File: config.mk
export PLATFORM = sky130hd
export DESIGN_NAME = fetch_stage
export DESIGN_NICKNAME = d
export VERILOG_FILES = /design/src/rtl/fetch_stage.sv
export SDC_FILE = /design/constraint.sdc
export NUM_CORES = 1
export LEC_CHECK = 0
export ABC_AREA = 1
export CAP_MARGIN = 5
export CORE_ASPECT_RATIO = 0.7
export CORE_MARGIN = 4
export CORE_UTILIZATION = 44
export DETAILED_ROUTE_END_ITERATION = 8
export GPL_TIMING_DRIVEN = 0
export PLACE_DENSITY = 0.79
export SLEW_MARGIN = 15
export SYNTH_ARGS = -nofsm -noshare
export SYNTH_HDL_FRONTEND = slang
export SYNTH_SLANG_ARGS = --single-unit
File: constraint.sdc
create_clock -name clk_i -period 1.7 [get_ports clk_i]
set_clock_uncertainty 0.05 [all_clocks]
set_input_delay 0.34 -clock clk_i [delete_from_list [all_inputs] [get_ports clk_i]]
set_output_delay 0.34 -clock clk_i [all_outputs]
set_load 0.02 [all_outputs]
File: src/rtl/fetch_stage.sv
// Instruction-fetch stage with IF/ID pipeline register.
// Owns the fetch PC, runs a variable-latency request/ack handshake to
// instruction memory, buffers a returned word across stalls and drops
// words made stale by a decode-stage redirect.
module fetch_stage #(
    parameter logic [31:0] RESET_PC = 32'h0000_0000
) (
    input  logic        clk_i,
    input  logic        rst_ni,
    input  logic        stall_f_i,
    input  logic        stall_d_i,
    input  logic        flush_d_i,
    input  logic        pc_src_d_i,
    input  logic [31:0] pc_branch_d_i,
    input  logic        jump_d_i,
    input  logic [31:0] pc_jump_d_i,
    output logic        imem_req_o,
    output logic [31:0] imem_addr_o,
    input  logic        imem_ack_i,
    input  logic [31:0] imem_rdata_i,
    output logic [31:0] pc_f_o,
    output logic [31:0] instr_d_o,
    output logic [31:0] pc_plus_4_d_o,
    output logic        valid_d_o
);

    typedef enum logic [1:0] {
        StIdle,
        StReq,
        StHold,
        StDiscard
    } state_t;

    state_t      state;
    state_t      state_next;
    logic [31:0] pc_f;
    logic [31:0] pc_f_next;
    logic [31:0] hold_buf;
    logic [31:0] hold_buf_next;
    logic [31:0] redir_pc;
    logic [31:0] redir_pc_next;
    logic [31:0] instr_d;
    logic [31:0] instr_d_next;
    logic [31:0] pc_plus_4_d;
    logic [31:0] pc_plus_4_d_next;
    logic        valid_d;
    logic        valid_d_next;

    logic        redirect;
    logic [31:0] target;
    logic [31:0] pc_plus_4;
    logic        deliver;
    logic [31:0] deliver_instr;
    logic        req;

    // Redirects are ignored while decode is held; jump beats branch.
    assign redirect  = (pc_src_d_i | jump_d_i) & ~stall_d_i;
    assign target    = (jump_d_i ? pc_jump_d_i : pc_branch_d_i) & 32'hFFFF_FFFC;
    assign pc_plus_4 = pc_f + 32'd4;

    // Fetch FSM next-state, PC update and handshake outputs.
    always_comb begin
        state_next    = state;
        pc_f_next     = pc_f;
        hold_buf_next = hold_buf;
        redir_pc_next = redir_pc;
        req           = 1'b0;
        deliver       = 1'b0;
        deliver_instr = imem_rdata_i;
        unique case (state)
            StIdle: begin
                state_next = StReq;
            end
            StReq: begin
                req = 1'b1;
                if (imem_ack_i) begin
                    if (redirect) begin
                        pc_f_next = target;
                    end else if (stall_f_i | stall_d_i) begin
                        // Word cannot enter IF/ID yet; park it so no refetch is needed.
                        hold_buf_next = imem_rdata_i;
                        state_next    = StHold;
                    end else begin
                        deliver   = 1'b1;
                        pc_f_next = pc_plus_4;
                    end
                end else if (redirect) begin
                    // Address must stay stable until ack, so remember the target.
                    redir_pc_next = target;
                    state_next    = StDiscard;
                end
            end
            StHold: begin
                if (redirect) begin
                    pc_f_next  = target;
                    state_next = StReq;
                end else if (~stall_f_i & ~stall_d_i) begin
                    deliver       = 1'b1;
                    deliver_instr = hold_buf;
                    pc_f_next     = pc_plus_4;
                    state_next    = StReq;
                end
            end
            StDiscard: begin
                req = 1'b1;
                if (imem_ack_i) begin
                    pc_f_next  = redirect ? target : redir_pc;
                    state_next = StReq;
                end else if (redirect) begin
                    redir_pc_next = target;
                end
            end
            default: begin
                state_next = StIdle;
            end
        endcase
    end

    // IF/ID next value: stall holds, flush clears, otherwise deliver or bubble.
    always_comb begin
        instr_d_next     = 32'd0;
        pc_plus_4_d_next = 32'd0;
        valid_d_next     = 1'b0;
        if (stall_d_i) begin
            instr_d_next     = instr_d;
            pc_plus_4_d_next = pc_plus_4_d;
            valid_d_next     = valid_d;
        end else if (flush_d_i) begin
            instr_d_next     = 32'd0;
            pc_plus_4_d_next = 32'd0;
            valid_d_next     = 1'b0;
        end else if (deliver) begin
            instr_d_next     = deliver_instr;
            pc_plus_4_d_next = pc_plus_4;
            valid_d_next     = 1'b1;
        end
    end

    // State, PC, buffers and IF/ID register.
    always_ff @(posedge clk_i or negedge rst_ni) begin
        if (!rst_ni) begin
            state       <= StIdle;
            pc_f        <= RESET_PC;
            hold_buf    <= 32'd0;
            redir_pc    <= 32'd0;
            instr_d     <= 32'd0;
            pc_plus_4_d <= 32'd0;
            valid_d     <= 1'b0;
        end else begin
            state       <= state_next;
            pc_f        <= pc_f_next;
            hold_buf    <= hold_buf_next;
            redir_pc    <= redir_pc_next;
            instr_d     <= instr_d_next;
            pc_plus_4_d <= pc_plus_4_d_next;
            valid_d     <= valid_d_next;
        end
    end

    assign imem_req_o    = req;
    assign imem_addr_o   = pc_f;
    assign pc_f_o        = pc_f;
    assign instr_d_o     = instr_d;
    assign pc_plus_4_d_o = pc_plus_4_d;
    assign valid_d_o     = valid_d;

endmodule

* Word-level counts from Yosys, hierarchy flattened
Index checks and enable logic that the tools add are counted.
Word-level totals: flip-flop bits (word level) 163, bits in latches 0, RAM bits 0, memory bits (read-only) 0, output and inout port bits 130, memories kept 0
Operators by class: $add $sub $neg 1, multipliers 0, div/mod/pow operators 0, magnitude comparators 0, equality and inequality tests 10, shifts and indexed selects 0, multiplexer cells 33, bitwise logic cells 8, reduce and logical (&&, ||, !) cells 7
Operator list (count):
- $mux W32 | 15
- $pmux W32 S3 | 1
- $add A32 B3 Y32 const B | 1
- $ne A3 B3 Y1 const B | 5
- $mux W2 | 7
- $reduce_and A5 Y1 | 2
- $mux W1 | 8
- $pmux W2 S4 | 1
- $eq A2 B2 Y1 const B | 2
- $ne A2 B2 Y1 const B | 2
- $not A1 Y1 | 4
- $reduce_and A4 Y1 | 1
- $reduce_bool A3 Y1 | 1
- $and A1 B1 Y1 | 2
- $eq A2 B1 Y1 const B | 1
- $logic_not A2 Y1 | 1
- $or A1 B1 Y1 | 2
- $pmux W1 S2 | 1
- $reduce_and A2 Y1 | 1
- $reduce_or A2 Y1 | 1

* Longest topological paths before layout
Gate-level depths: netlist of run 1.
word-level depth 7, depth in mapped cells 10

* Least setup slack after synthesis of run 1
Ideal clock, no wire load.
path kind register to register, from reg pc_f[2], in the netlist imem_addr_o[2], to reg pc_f[18], in the netlist imem_addr_o[18], library setup time 0.077 ns, arrival 1.595 ns, data required time 1.573 ns, slack -0.022 ns, stages on the path, launching flop included 9, period minus slack after synthesis 1.722 ns, cells stage by stage dfrtp_1 ha_1 nand2_1 nor2_1 nand2_1 nor2_2 xor2_1 nand2_1 a21oi_1
On the way: cells in the longest elaborated chain, start to end 5
Ends and longest elaborated chain:
- from (decl) | RTL line 36 | logic [31:0] pc_f;
- from (signal assigned) | RTL line 151 | pc_f <= pc_f_next;
- $add A32 B3 Y32 (*) | RTL line 59 | assign pc_plus_4 = pc_f + 32'd4;
- $mux W32 | RTL line 79 | end else if (stall_f_i | stall_d_i) begin
- $mux W32 | RTL line 77 | if (redirect) begin
- $mux W32 | RTL line 76 | if (imem_ack_i) begin
- $pmux W32 S3 (*) | RTL line 70 | unique case (state)
Every way passes the cells marked *; elsewhere a longest branch is shown, timed or not. The select of a mux whose other input is x is not followed. A chain may end at the register's enable or synchronous reset.

* Worst setup path after layout of run 1
from reg state[0], to out imem_req_o
On the way: cells in the longest elaborated chain, start to end 3
Ends and longest elaborated chain:
- from (decl) | RTL line 34 | state_t state;
- from (signal assigned) | RTL line 142 | state <= StIdle;
- from (signal assigned) | RTL line 150 | state <= state_next;
- $eq A2 B2 Y1 or $eq A2 B1 Y1 (tied branches) | RTL line 70
- $reduce_or A2 Y1 (no source line) (*)
- $mux W1 (*) | RTL line 70
- to (decl) | RTL line 17 | output logic imem_req_o,
Every way passes the cells marked *; elsewhere a longest branch is shown, timed or not.

==> impl_metrics.env, run 1 <==
export IMPL_drc=0
export IMPL_clk_pin_slew_worst_paths_ns=0.07
export IMPL_synthMostInstantiatedCell="nand2_1"
export IMPL_wirelength_mm=28.7
export IMPL_crit_path_end="imem_req_o"
export IMPL_ys_top_cells_by_count="nand2_1 (349), dfrtp_1 (163), inv_1 (119), o21ai_0 (116), nor2_1 (99)"
export IMPL_yosys_area_top_type="dfrtp_1"
export IMPL_root_buffer="clkbuf_16"
export IMPL_hpwl_mm=19.4
export IMPL_path_class="flip-flop to output pin"
export IMPL_min_period_over_period_pct=110
export IMPL_synth_top_area_share_pct=48.8
export IMPL_final_layout_size_suffix_gt1_share_pct=23.6
export IMPL_clock_sinks=163
export IMPL_synth_edff_count=0
export IMPL_max_cap_violations=0
export IMPL_tightest_slew_ns=0.547
export IMPL_cp_required_ns=1.31
export IMPL_grt_overflow=0
export IMPL_run_status="finished, violations left"
export IMPL_port_buffers=229
export IMPL_postPlaceCellArea_um2=11000
export IMPL_crit_path_max_fanout=4
export IMPL_area_delta_synth_final_pct=53.3
export IMPL_synth_ff_type="dfrtp_1"
export IMPL_endpoint_kind="output pin"
export IMPL_fp_dieW_um=173
export IMPL_antenna_left=0
export IMPL_syn_num_nets=1217
export IMPL_track_usage_pct=25.5
export IMPL_syn_inst=1108
export IMPL_die_h_um=123
export IMPL_hold_class="primary input to asynchronous set/reset pin"
export IMPL_setup_viol=90
export IMPL_core_area_um2=18300
export IMPL_drt_wirelength_per_cell_um=17.2
export IMPL_antenna_found_initial=0
export IMPL_synth_area_leaders="dfrtp_1 (49%), nand2_1 (16%), o21ai_0 (6.9%), inv_1 (5.3%), nor2_1 (4.4%)"
export IMPL_seq_area_frac_synth_pct=48.8
export IMPL_place_gp_congestion=0.920
export IMPL_whs_ns=0.377
export IMPL_setup_ws_ns=-0.170
export IMPL_reg2reg_slack_ns=-0.15
export IMPL_final_area_um2=12800
export IMPL_pin_count=234
export IMPL_violations="negative setup slack"
export IMPL_final_core_util_pct=70.0
export IMPL_power_density_nw_per_um2=1540
export IMPL_postSynthAreaPerCell_um2=7.55
export IMPL_timing_rr_end="instr_d_o[17]"
export IMPL_critPathLaunchType="flip-flop"
export IMPL_diodes=0
export IMPL_dr_pass1_iters=6
export IMPL_leakage_uw=0.00656
export IMPL_async_flop_share_pct=100
export IMPL_ir_worst_vdd_uv=829
export IMPL_grt_pass1_vias=8103
export IMPL_num_vias=8625
export IMPL_finalSetupTns_ns=-7.04
export IMPL_rr_startpoint="state[1]"
export IMPL_timing_slew_headroom_pct=63.5
export IMPL_fin_crit_ns=1.87
export IMPL_rr_worst_depth=10
export IMPL_grt_pass1_wl_mm=42.9
export IMPL_cts_buffers=17
export IMPL_crit_start="state[0]"
export IMPL_slew_violations=0
export IMPL_max_clock_freq_ghz=0.535
export IMPL_yosysUniqueCellTypes=29
export IMPL_cts_buffer_depth=2
export IMPL_die_area_um2=21300
export IMPL_rsz0062_at_grt="true"
export IMPL_yosysWarnings=0
export IMPL_vias_per_cell=5.15
export IMPL_start_util_pct=45.7
export IMPL_fin_nets=1534
export IMPL_htreeDepth=4
export IMPL_ys_ff_latch=163
export IMPL_hold_viol=0
export IMPL_drt_iter0_markers=891
export IMPL_total_power_uw=19700
export IMPL_rows=41
export IMPL_grt_max_degree=106
export IMPL_cts_tree="yes"
export IMPL_clk_latency_ns=0.43
export IMPL_cp_arrival_ns=1.48
export IMPL_netlist_area_um2=8360
[critical path, stage by stage, from the launching register on]
cell and delay [ns]:
dfrtp_2 0.45, buf_4 0.16, ha_4 0.18, inv_4 0.07
nand2_2 0.06, buf_6 0.13
[registers in the layout, indices dropped and copies added, names as in the netlist]
name / cells
hold_buf: 32
imem_addr_o: 32
instr_d_o: 32
pc_plus_4_d_o: 32
redir_pc: 32
state: 2
valid_d_o: 1
[timing repair]
item / 4_1_cts / 5_1_grt
gates cloned: 4 / 5
setup buffers: 49 / 11
hold endpoints to repair: 58 / 0
setup endpoints to repair: 290 / 176
hold buffers: 1 / 0
pin swaps: 11 / 13
resized for setup: 354 / 147
[per-layer routing]
metal	routed length, um	GRT usage, %	vias to the layer above
li1	-	-	4124
met4	282	5.88	0
met3	2600	6.82	27
met5	0	0	-
met2	13100	39.2	414
met1	12800	36.4	4060
[cells by family after synthesis]
family,Yosys count,synth area share [%]
xor+xnor,14,1.47
simple gates,491,23.0
buf+inv,204,11.0
compound gates,229,14.7
fa+ha+maj,5,0.748
flops,163,48.8
mux,2,0.269
[area by class of cell]
| cell class | instances | area, um^2 |
|---|---|---|
| fill | 1404 | 5500 |
| sequential | 163 | 4120 |
| multi-input combinational | 742 | 3920 |
| timing repair buffer | 298 | 2820 |
| buffer | 82 | 614 |
| inverter | 121 | 477 |
| clock buffer | 17 | 425 |
| tap | 236 | 295 |
| clock inverter | 15 | 150 |
[report_power, final]
group / internal [uW] / switching [uW] / total, uW / leakage, uW
clock: 2060 / 1730 / 3780 / 0.000274
sequential: 5090 / 790 / 5880 / 0.00207
combinational: 4310 / 5740 / 10000 / 0.00422
[cells in the final DEF, fill, tap and decap left out, types with 5 or more instances in the layout]
master	instances
nand2_2	5
nor2_1	63
nand2_1	342
buf_2	18
o21ai_2	9
o21ai_1	44
nor2_2	21
dfrtp_2	32
o22ai_1	28
clkbuf_1	9
clkbuf_2	12
a22o_1	6
inv_1	112
clkdlybuf4s50_1	96
a21oi_2	29
nor2_4	21
clkbuf_16	22
buf_6	21
nand3_1	24
xor2_1	6
buf_4	85
clkinv_4	5
clkbuf_4	5
clkdlybuf4s15_1	17
buf_8	7
dlygate4sd2_1	99
ha_4	5
o21ai_0	78
dfrtp_1	131
a21oi_1	26
[through the flow]
step                setup slack (ns)  cells
floorplan                    0.00315   1108
global placement               -7.00   1573
detailed placement            -0.839   1574
CTS                           -0.101   1660
global route                  -0.250   1674
finish                        -0.170   1674
[worst min path at each step]
stage                          endpoint         start
after CTS                 instr_d_o[28]        rst_ni
after detailed placement  instr_d_o[28]        rst_ni
after floorplan             hold_buf[0]        rst_ni
after global routing      instr_d_o[28]        rst_ni
final                      hold_buf[28]        rst_ni
after global placement     hold_buf[17]  hold_buf[17]
Note: power is estimated with default switching activity, not from simulation.
==> run 2: changes to the inputs <==
- CORE_MARGIN: 4 -> default
==> impl_metrics.env, run 2 (same netlist as run 1, synthesis figures left out) <==
export IMPL_grt_overflow=0
export IMPL_drt_wirelength_per_cell_um=18.3
export IMPL_clk_pin_slew_worst_paths_ns=0.07
export IMPL_rr_startpoint="state[1]"
export IMPL_area_delta_synth_final_pct=61.4
export IMPL_path_common_cell="buf_12"
export IMPL_diodes=0
export IMPL_ir_worst_vdd_uv=967
export IMPL_tightest_slew_ns=0.547
export IMPL_worst_path_buf_inv=7
export IMPL_timing_slew_headroom_pct=63.5
export IMPL_final_common_cell="nand2_1"
export IMPL_final_layout_size_suffix_gt1_share_pct=30.1
export IMPL_die_area_um2=19600
export IMPL_vias_per_cell=5.42
export IMPL_max_cap_violations=0
export IMPL_drc=0
export IMPL_drt_iter0_markers=904
export IMPL_max_clock_freq_ghz=0.531
export IMPL_dr_pass1_iters=5
export IMPL_setup_ws_ns=-0.183
export IMPL_core_area_um2=18300
export IMPL_crit_family="buffers and inverters"
export IMPL_cts_tree="yes"
export IMPL_slowest_delay_ns=0.44
export IMPL_fp_dieW_um=167
export IMPL_dp_slack_ns=-0.828
export IMPL_hold_class="primary input to asynchronous set/reset pin"
export IMPL_grt_max_degree=60
export IMPL_min_period_over_period_pct=111
export IMPL_htreeDepth=4
export IMPL_cp_arrival_ns=2.15
export IMPL_grt_pass1_wl_mm=45.1
export IMPL_cts_buffers=17
export IMPL_fin_nets=1555
export IMPL_clock_sinks=163
export IMPL_pin_count=234
export IMPL_place_gp_congestion=0.935
export IMPL_crit_start="state[1]"
export IMPL_clk_latency_ns=0.44
export IMPL_rows=41
export IMPL_port_buffers=229
export IMPL_final_area_um2=13500
export IMPL_start_util_pct=45.7
export IMPL_antenna_left=0
export IMPL_leakage_uw=0.00685
export IMPL_violations="negative setup slack"
export IMPL_postPlaceCellArea_um2=11000
export IMPL_antenna_found_initial=0
export IMPL_n_fill_cell=1290
export IMPL_path_cells="inv_4 -> ha_4 -> buf_6 -> nand2_2 -> inv_2 -> o21ai_4 -> buf_12 -> clkinv_8 -> buf_12 -> buf_8 -> a22o_1"
export IMPL_total_power_uw=21700
export IMPL_setup_viol=86
export IMPL_crit_path_max_fanout=7
export IMPL_fin_crit_ns=1.88
export IMPL_path_class="flip-flop to flip-flop"
export IMPL_num_vias=9183
export IMPL_cp_required_ns=1.97
export IMPL_final_seq_area_um2=4120
export IMPL_wirelength_mm=31.1
export IMPL_endpoint_kind="flip-flop"
export IMPL_rsz0062_at_grt="true"
export IMPL_power_density_nw_per_um2=1600
export IMPL_die_h_um=117
export IMPL_grt_pass1_vias=8503
export IMPL_slew_violations=0
export IMPL_root_buffer="clkbuf_16"
export IMPL_run_status="finished, violations left"
export IMPL_cpMaxStageDelayCell="dfrtp_2"
export IMPL_track_usage_pct=29.7
export IMPL_hpwl_mm=19.4
export IMPL_final_cell_mix="nand2_1 (303), dfrtp_1 (131), inv_1 (111)"
export IMPL_hold_viol=0
export IMPL_cts_buffer_depth=2
export IMPL_multi_input_area_um2=4300
export IMPL_critPathLaunchType="flip-flop"
-- run 2: changes by cell type in the layout (fill, tap and decap cells not counted), sizes merged --
cell	previous run	this run
buf	135	156
clkinv	6	5
clkbuf	48	53
dlymetal6s2s	0	1
clkinvlp	3	1
o21ai	134	133
inv	126	129
clkdlybuf4s50	96	95
dlygate4sd2	99	95
-- run 2: area by class of cell --
| class | instances | area share (%) |
|---|---|---|
| Timing Repair inverter | 1 | 0.0834 |
| Clock inverter | 14 | 1.05 |
| Sequential cell | 163 | 30.5 |
| Tap cell | 236 | 2.19 |
| Inverter | 121 | 3.59 |
| Timing Repair Buffer | 319 | 22.7 |
| Clock buffer | 18 | 3.25 |
| Buffer | 82 | 4.72 |
| Multi-Input combinational cell | 741 | 31.9 |
-- run 2: stage by stage --
stage / TNS [ns] / cells / hold slack (ns) / utilization [%]
4_1_cts: -5.95 / 1680 / 0.352 / 69.7
5_1_grt: -14.44 / 1695 / 0.385 / 73.7
2_1_floorplan: 0 / 1108 / -0.00559 / -
3_3_place_gp: -1136.11 / 1573 / 0.412 / 59.8
6_report: -7.05 / 1695 / 0.335 / 73.7
3_5_place_dp: -88.35 / 1575 / 0.214 / 60.1
-- run 2: final timing paths --
check	endpoint	slack, ns	cells after the start
hold reg to reg	instr_d_o[9]	0.42	2
setup / recovery	pc_plus_4_d_o[6]	-0.18	11
setup reg to reg	pc_plus_4_d_o[6]	-0.18	11
hold / removal	redir_pc[8]	0.33	2
min in group clk_i	instr_d_o[9]	0.42	2
max in group asynchronous	imem_addr_o[28]	0.32	4
-- run 2: layer usage --
| metal | global-route usage [%] | wire length, um |
|---|---|---|
| met4 | 11.1 | 1120 |
| met3 | 7.22 | 2610 |
| met1 | 41.2 | 13100 |
| met2 | 45.2 | 14300 |
| met5 | 0 | 0 |
-- run 2: power by group --
part	total (uW)	internal (uW)	switching, uW
combinational	11800	5120	6720
clock	3870	2100	1770
sequential	5940	5090	852
-- run 2: what timing repair did --
item	CTS	global route
hold buffers	1	0
gates cloned	5	2
endpoints found under the setup margin	291	174
setup buffers	67	18
hold endpoints to repair	46	0
pin swaps	30	41
resized for setup	414	208
-- run 2: worst register-to-register path, cell delays in order (launching register included) --
cell      delay, ns
dfrtp_2        0.44
inv_4          0.06
ha_4           0.18
buf_6          0.11
nand2_2        0.06
inv_2          0.06
o21ai_4        0.14
buf_12         0.16
clkinv_8       0.07
buf_12         0.13
buf_8          0.13
a22o_1         0.18
==> run 3: changes to the inputs <==
- CORE_UTILIZATION: 44 -> 45
- CTS_BUF_LIST: default -> sky130_fd_sc_hd__clkbuf_4 sky130_fd_sc_hd__clkbuf_8
- PLACE_DENSITY: 0.79 -> 0.81
==> impl_metrics.env, run 3 (same netlist as run 1, synthesis figures left out) <==
export IMPL_wirelength_mm=29.7
export IMPL_min_period_over_period_pct=112
export IMPL_start_util_pct=46.2
export IMPL_final_cell_mix="nand2_1 (311), dfrtp_1 (131), inv_1 (113)"
export IMPL_max_clock_freq_ghz=0.525
export IMPL_cp_required_ns=2.05
export IMPL_grt_overflow=0
export IMPL_setup_ws_ns=-0.206
export IMPL_critPathLaunchType="flip-flop"
export IMPL_cts_tree="yes"
export IMPL_finalSetupTns_ns=-11.15
export IMPL_hold_class="primary input to asynchronous set/reset pin"
export IMPL_cts_buffers=17
export IMPL_rr_startpoint="imem_addr_o[9]"
export IMPL_final_common_cell="nand2_1"
export IMPL_final_core_util_pct=72.1
export IMPL_setup_viol=116
export IMPL_clk_latency_ns=0.48
export IMPL_slew_violations=0
export IMPL_drt_wirelength_per_cell_um=17.6
export IMPL_final_layout_size_suffix_gt1_share_pct=28.8
export IMPL_rsz0062_at_grt="true"
export IMPL_fin_crit_ns=1.91
export IMPL_crit_path_max_fanout=4
export IMPL_root_buffer="clkbuf_8"
export IMPL_clk_pin_slew_worst_paths_ns=0.09
export IMPL_fin_nets=1545
export IMPL_timing_slew_headroom_pct=52.4
export IMPL_postPlaceCellArea_um2=11000
export IMPL_crit_start="imem_addr_o[9]"
export IMPL_power_density_nw_per_um2=1560
export IMPL_clock_sinks=163
export IMPL_max_cap_violations=0
export IMPL_ir_worst_vdd_uv=825
export IMPL_leakage_uw=0.00669
export IMPL_diodes=0
export IMPL_place_gp_congestion=0.945
export IMPL_final_area_um2=13100
export IMPL_n_fill_cell=1290
export IMPL_dr_pass1_iters=7
export IMPL_grt_max_degree=92
export IMPL_total_power_uw=20300
export IMPL_dp_slack_ns=-0.824
export IMPL_area_delta_synth_final_pct=56.1
export IMPL_grt_pass1_vias=8339
export IMPL_num_vias=9000
export IMPL_antenna_found_initial=0
export IMPL_endpoint_kind="flip-flop"
export IMPL_die_area_um2=19100
export IMPL_tightest_slew_ns=0.714
export IMPL_hpwl_mm=18.9
export IMPL_port_buffers=229
export IMPL_htreeDepth=4
export IMPL_fp_dieW_um=165
export IMPL_pin_count=234
export IMPL_vias_per_cell=5.34
export IMPL_drt_iter0_markers=946
export IMPL_drc=0
export IMPL_rows=41
export IMPL_cp_arrival_ns=2.26
export IMPL_core_area_um2=18100
export IMPL_violations="negative setup slack"
export IMPL_cts_buffer_depth=2
export IMPL_run_status="finished, violations left"
export IMPL_path_class="flip-flop to flip-flop"
export IMPL_hold_viol=0
export IMPL_grt_pass1_wl_mm=43.1
export IMPL_track_usage_pct=29.8
export IMPL_antenna_left=0
export IMPL_die_h_um=116
## run 3: cell type report
cell class | count | area (um^2) | share of cell area [%]
well taps | 236 | 295 | 2.26
flip-flops and latches | 163 | 4120 | 31.5
inverters | 121 | 498 | 3.81
repair buffers | 313 | 2990 | 22.9
multi-input cells | 742 | 4150 | 31.8
clock buffers | 17 | 234 | 1.79
clock inverters | 15 | 193 | 1.48
plain buffers | 78 | 577 | 4.42
## run 3: critical path, cell delays in order, from the launching register on
cell	delay [ns]
dfrtp_2	0.40
buf_4	0.16
nand2_1	0.16
nor2_2	0.22
inv_1	0.12
nor2_4	0.19
xor2_2	0.26
nand2_1	0.13
a21oi_1	0.14
## run 3: what timing repair did
action | 4_1_cts | 5_1_grt
pin swaps | 22 | 24
hold buffers | 1 | 0
gates cloned | 8 | 1
endpoints found under the hold margin | 90 | 0
endpoints found under the setup margin | 290 | 162
buffers inserted | 61 | 14
gates resized for setup | 449 | 170
## run 3: final timing paths
check                                       end  slack (ns)  depth (start not counted)
worst max-delay path            imem_addr_o[13]       -0.21                          8
worst min register to register     instr_d_o[7]        0.43                          2
worst min-delay path                   state[0]        0.40                          2
max in group asynchronous         instr_d_o[21]        0.40                          3
min in group clk_i                 hold_buf[31]        0.40                          3
worst max register to register  imem_addr_o[13]       -0.21                          8
## run 3: routing by layer
| layer | GRT usage, % | wire, um |
|---|---|---|
| met3 | 8.09 | 2910 |
| met2 | 45.5 | 13600 |
| met4 | 9.48 | 725 |
| met5 | 0 | 0 |
| met1 | 41.2 | 12500 |
## run 3: report_power, final
group	internal (uW)	switching, uW	total (uW)
Clock	1500	1620	3120
Sequential	5080	771	5850
Combinational	4940	6440	11400
## run 3: through the flow
step / hold slack [ns] / cells
6_report: 0.397 / 1685
5_1_grt: 0.407 / 1685
4_1_cts: 0.387 / 1671
3_5_place_dp: 0.356 / 1574
3_3_place_gp: 0.411 / 1573
2_1_floorplan: -0.00559 / 1108
